--- src/rtl/alu_sequencer.sv ---
// alu_sequencer: steps one ALU instruction at a time through its T-states and drives the control-store word.
// Defining ALU_SEQ_FLAG_WB_EN adds a flag write-back T-state (FWB) after WB.
module alu_sequencer #(
   parameter int SZ           = 28,
   parameter int ACC_IN       = 6,
   parameter int SRC_OUT_BASE = 8,
   parameter int IMM_OUT      = 16,
   parameter int FLAG_IN      = 24
) (
   input  logic          CLK,
   input  logic          RST_N,
   input  logic          op_valid,
   output logic          op_ready,
   input  logic [2:0]    op_code,
   input  logic [2:0]    src_sel,
   input  logic          imm_mode,
   output logic [SZ-1:0] CS_bus,
   output logic          busy,
   output logic          done,
   output logic          err
);

   localparam int Z_OUT    = 25;
   localparam int FLAG_OUT = 26;
   localparam logic [SZ-1:0] ONE = {{(SZ-1){1'b0}}, 1'b1};

`ifdef ALU_SEQ_FLAG_WB_EN
   typedef enum logic [1:0] {IDLE, EXEC, WB, FWB} state_t;
   localparam logic [SZ-1:0] DRIVE_MASK = '1;
`else
   typedef enum logic [1:0] {IDLE, EXEC, WB} state_t;
   // The status-register load bit belongs to the flag write-back feature only.
   localparam logic [SZ-1:0] DRIVE_MASK = ~(ONE << FLAG_IN);
`endif

   state_t     state;
   logic [2:0] op_q;
   logic       take;
   logic       legal;

   assign take  = op_valid & op_ready;
   assign legal = (op_code <= 3'd5);

   function automatic logic [SZ-1:0] exec_word(input logic [2:0] op, input logic [2:0] src,
                                               input logic imm);
      logic [SZ-1:0] w;
      w = '0;
      case (op)
         3'd0:    w[0]   = 1'b1;
         3'd1:    w[2]   = 1'b1;
         3'd2:    w[2:1] = 2'b11;
         3'd3:    w[3]   = 1'b1;
         3'd4:    w[4]   = 1'b1;
         3'd5:    w[5]   = 1'b1;
         default: w      = '0;
      endcase
      if (imm) w = w | (ONE << IMM_OUT);
      else     w = w | (ONE << (SRC_OUT_BASE + int'(src)));
      return w & DRIVE_MASK;
   endfunction

   // CMP only sets flags, so its write-back cycle leaves the accumulator alone.
   function automatic logic [SZ-1:0] wb_word(input logic [2:0] op);
      logic [SZ-1:0] w;
      w = '0;
      if (op != 3'd2) w = (ONE << Z_OUT) | (ONE << ACC_IN);
      return w & DRIVE_MASK;
   endfunction

   always_ff @(posedge CLK) begin
      if (take && legal) op_q <= op_code;
   end

   // op_ready is raised in the final T-state so a held op_valid is taken on the edge leaving it.
   always_ff @(posedge CLK or negedge RST_N) begin
      if (!RST_N) begin
         state    <= IDLE;
         CS_bus   <= '0;
         op_ready <= 1'b1;
         busy     <= 1'b0;
         done     <= 1'b0;
         err      <= 1'b0;
      end else begin
         done <= 1'b0;
         err  <= 1'b0;
         if (take && legal) begin
            state    <= EXEC;
            CS_bus   <= exec_word(op_code, src_sel, imm_mode);
            op_ready <= 1'b0;
            busy     <= 1'b1;
         end else begin
            case (state)
               EXEC: begin
                  state  <= WB;
                  CS_bus <= wb_word(op_q);
                  busy   <= 1'b1;
`ifdef ALU_SEQ_FLAG_WB_EN
                  op_ready <= 1'b0;
`else
                  op_ready <= 1'b1;
                  done     <= 1'b1;
`endif
               end
`ifdef ALU_SEQ_FLAG_WB_EN
               WB: begin
                  state    <= FWB;
                  CS_bus   <= (ONE << FLAG_OUT) | (ONE << FLAG_IN);
                  op_ready <= 1'b1;
                  busy     <= 1'b1;
                  done     <= 1'b1;
               end
`endif
               default: begin
                  state    <= IDLE;
                  CS_bus   <= '0;
                  op_ready <= 1'b1;
                  busy     <= 1'b0;
                  err      <= take;
               end
            endcase
         end
      end
   end

endmodule
--- config.mk ---
export PLATFORM = sky130hd
export DESIGN_NAME = alu_sequencer
export DESIGN_NICKNAME = d
export VERILOG_FILES = /design/src/rtl/alu_sequencer.sv
export SDC_FILE = /design/constraint.sdc
export NUM_CORES = 1
export LEC_CHECK = 0
export ABC_AREA = 1
export CORE_ASPECT_RATIO = 0.75
export CORE_MARGIN = 1
export CORE_UTILIZATION = 42
export DETAILED_ROUTE_END_ITERATION = 12
export PLACE_DENSITY = 0.8
export SKIP_CTS_REPAIR_TIMING = 1
export SLEW_MARGIN = 20
export SYNTH_ARGS = -nofsm -noshare
export SYNTH_HDL_FRONTEND = slang
export SYNTH_SLANG_ARGS = --single-unit
--- constraint.sdc ---
create_clock -name CLK -period 1.8 [get_ports CLK]
set_input_delay 0.36 -clock CLK [delete_from_list [all_inputs] [get_ports CLK]]
set_output_delay 0.36 -clock CLK [all_outputs]
set_load 0.01 [all_outputs]
**Word-level counts from Yosys, hierarchy flattened**

Index checks and enable logic that the tools add are counted.

- Add/sub/neg operators: 1
- Magnitude comparators: 1
- Eq/ne operators: 7
- Shift operators: 1
- Muxes and demuxes: 25
- Bitwise operators: 2
- Reduce and logical (&&, ||, !) cells: 3

Operators by type and width:

| operator | number |
|---|---|
| 28-bit two-way mux | 3 |
| 28-bit OR | 1 |
| 1-bit by 5-bit left shift with 28-bit output (first input constant) | 1 |
| 26-bit two-way mux | 1 |
| 22-bit two-way mux | 1 |
| 1-bit two-way mux | 18 |
| 3-bit by 2-bit equality test with 1-bit output (second input constant) | 2 |
| 3-bit equality test (second input constant) | 2 |
| 4-bit by 3-bit adder with 5-bit output (first input constant) | 1 |
| 2-bit two-way mux | 2 |
| 3-bit by 1-bit equality test with 1-bit output (second input constant) | 1 |
| 3-bit <= comparator (second input constant) | 1 |
| 3-bit zero test | 1 |
| 3-bit by 2-bit inequality test with 1-bit output (second input constant) | 1 |
| 2-bit by 1-bit equality test with 1-bit output (second input constant) | 1 |
| 2-bit OR reduction | 1 |
| 1-bit bitwise AND | 1 |
| 1-bit logical AND | 1 |

- Bits in registers: 37
- Input bits: 10

**Longest topological paths before layout**

Gate-level depths: netlist of run 1.

- Word-level depth: 7
- Mapped depth: 5
- Depth with buffers taken out: 5

**Worst setup path before layout of run 1**

Ideal clock, no wire load.

- Kind: flip-flop to flip-flop
- Start point: register op_ready
- End point: register op_q[0] (enable)
- Setup time: 324 ps
- Arrival: 850 ps
- Setup slack: 626 ps
- Cell stages (with the launch flop): 3
- Path buffers: 0
- Clock period less this slack: 1174 ps
- Cell sequence: dfstp_2 > nand2_2 > nor2_2

- Longest elaborated chain between the ends: 2

RTL lines:

| what | RTL line | text |
|---|---|---|
| from (decl) | 13 | `output logic op_ready,` |
| from (signal assigned) | 79 | `op_ready <= 1'b1;` |
| from (signal assigned) | 89 | `op_ready <= 1'b0;` |
| from (signal assigned) | 100 | `op_ready <= 1'b1;` |
| 1-bit bitwise AND | 41 | `assign take = op_valid & op_ready;` |
| 1-bit logical AND | 71 | `if (take && legal) op_q <= op_code;` |
| to (signal assigned) | 71 |  |
| to (decl) | 37 | `logic [2:0] op_q;` |

No other way between the ends.
A chain may end at the register's enable or synchronous reset.

**Worst setup path after layout of run 1**

- Start point: register op_ready
- End point: output port op_ready

No word-level cell between the ends.

==> results.yml, run 1 <==
yosys:
  ys.warnings.count: 0
  synth_cells: 94
  ys_types: 16
  syn_avg_cell_area_um2: 10.26
  ys_seq_elements: 24
  seq_area_frac_synth_pct: 63.94
  synth_area_um2: 964.7
layout:
  nFillCells: 189
  final_nets: 140
  syn_to_final_growth_pct: 36.58
  fin_util_pct: 63.21
  final_layout_size_suffix_gt1_share_pct: 12.40
  antenna_cells: 0
  stdcell_count: 153
route:
  drc: 2
  drtIter0Drc: 14
  drt_wl_total_um: 1671
  viasPerCell: 4.477
  ant_nets: 0
  drt_pass1_iterations: 8
  num_vias: 685
  drt-wirelength-per-cell_um: 10.92
sta:
  hold_viol_final: 0
  hold_slack_ns: 0.2928
  fin_crit_ns: 1.745
  slew_violations: 0
  setup_violations: 0
  fin_setup_tns_ns: 0
  fin_worst_skew_ns: 0.01502
  fmax_mhz: 573.1
  rsz0062_at_grt: "no"
  finalCritPeriodShare_pct: 96.94
  setup_ws_ns: 0.05504
setup_path:
  startpoint_type: "flop"
  end_kind: "primary output"
  path_cells: "clkdlybuf4s50_1"
  crit_fanout: 2
  cp.required_ns: 1.44
  crit_family: "flip-flops"
  path_buf_inv: 1
  critical-path-slowest-cell: "dfstp_2"
  cpPeakStageDelay_ns: 0.55
  crit_type: "flop to primary output"
  critPathArrivalTime_ns: 1.38
placed_design:
  gp_congestion: 0.8012
  place_inst: 149
  io_buffers: 30
  place.detailed.hpwl_um: 1386
  post-place-ws_ns: 0.1979
cts:
  cts_htree_levels: 1
  path_clk_slew_ns: 0.13
  clkLatencyLatePin_ns: 0.32
  numCtsBuffers: 3
  tritoncts: "done"
  clock_sinks: 24
  clockBufferDepth: 2
  root_buffer: "clkbuf_4"
grt:
  grt_use_met2_pct: 26.28
  grt_pass1_wl_um: 2815
  antenna_found_initial: 0
  busiest_layer: "met2"
  grt-ovfl-total: 0
  met3_usage_pct: 5.075
  grt_use_total_pct: 15.19
  first_global_vias: 643
  grt_max_degree: 15
  grt_use_met1_pct: 18.33
outcome:
  status: "finished with violations"
  violations: "DRC"
power_and_ir_drop:
  ir_worst_vdd_mv: 0.6611
  p_per_area_nw_per_um2: 833.9
  power_leakage_nw: 0.6607
floorplanning:
  pin_count: 42
  core_um2: 2085
  num_rows: 14
  fp.dieArea_um2: 2495
  dieWidth_um: 57.34
  dieHeight_um: 43.51
  start_util_pct: 46.28
flow_run:
  maxCapViolCount: 0
hold_path:
  hp-class: "input port to async pin"
[sequential cells by signal (all words and copies together), names as in the netlist]
name,count
busy,1
done,1
op_ready,1
state,1
CS_bus,16
err,1
op_q,3
[final timing paths]
kind                       depth (start not counted)         end  slack (ns)  startpoint
max                                                1    op_ready        0.06    op_ready
min                                                1    state[0]        0.29       RST_N
max reg2reg                                        2     op_q[2]        0.59    op_ready
min reg2reg                                        3  CS_bus[25]        0.54     op_q[1]
max in group asynchronous                          2   CS_bus[2]        1.06       RST_N
min in group CLK                                   3  CS_bus[25]        0.54     op_q[1]
[cells in the final DEF (no fill, tap or decap), drive strengths merged]
| cell type | Yosys | final |
|---|---|---|
| bufinv | 0 | 1 |
| nand4 | 3 | 3 |
| edfxtp | 3 | 3 |
| nor3 | 2 | 2 |
| nor2 | 18 | 18 |
| conb | 1 | 11 |
| dfrtp | 20 | 20 |
| clkdlybuf4s50 | 0 | 30 |
| inv | 15 | 15 |
| nand3 | 6 | 6 |
| dfstp | 1 | 1 |
| clkbuf | 0 | 3 |
| buf | 12 | 3 |
| nand2 | 13 | 13 |
[cell type report]
class                      instances  area (µm²)  share of cell area, %
inverter                          15       56.30                  4.274
clock inverter                     1       30.03                  2.279
multi-input combinational         53       239.0                  18.14
tap                               24       30.03                  2.279
timing repair buffer              33       322.8                  24.50
clock buffer                       3       22.52                  1.709
sequential                        24       616.8                  46.82
[stage by stage]
| step | total power, mW | area [µm²] |
|---|---|---|
| CTS | 1.111 | 1318 |
| global placement | 0.7291 | 1265 |
| global route | 1.150 | 1318 |
| floorplan | 0.6684 | 1002 |
| detailed placement | 0.7329 | 1265 |
| finish | 1.099 | 1318 |
[metal layers]
metal | up-vias | routed length [µm] | part of all wire, %
li1 | 334 | - | -
met1 | 323 | 717 | 43
met2 | 26 | 827 | 49
met3 | 2 | 113 | 6.8
met4 | 0 | 13 | 0.78
met5 | - | 0 | 0
[cell usage after synthesis]
master	count	area [µm²]
nor2_1	16	60.06
nor3_1	2	10.01
nand3_1	5	25.02
nand2_1	10	37.54
edfxtp_1	3	90.09
dfstp_2	1	26.28
nand3_2	1	10.01
dfrtp_1	20	500.5
inv_1	13	48.80
nand2_4	1	11.26
buf_4	12	90.09
inv_2	2	7.510
nand2_2	2	12.51
conb_1	1	3.750
nand4_1	3	18.77
nor2_2	2	12.51
[power by group]
part           internal, mW  switching [mW]  total, mW
Sequential            0.571         0.00687      0.578
Combinational        0.0634          0.0799      0.143
Clock                 0.225           0.152      0.377
Total                 0.860           0.239       1.10
[kinds of logic after synthesis]
kind of cell	count (synthesis)	synth area share, %
and+or+nand+nor	42	20.49
buffers and inverters	27	15.18
DFF	24	63.94
other	1	0.3887
Note: power is estimated with default switching activity, not from simulation.
==> inputs of run 2 (changes only) <==
- GPL_ROUTABILITY_DRIVEN: not set -> 0
==> results of run 2 <==
Same layout as run 1: the final DEF is identical, and so are final timing and power.
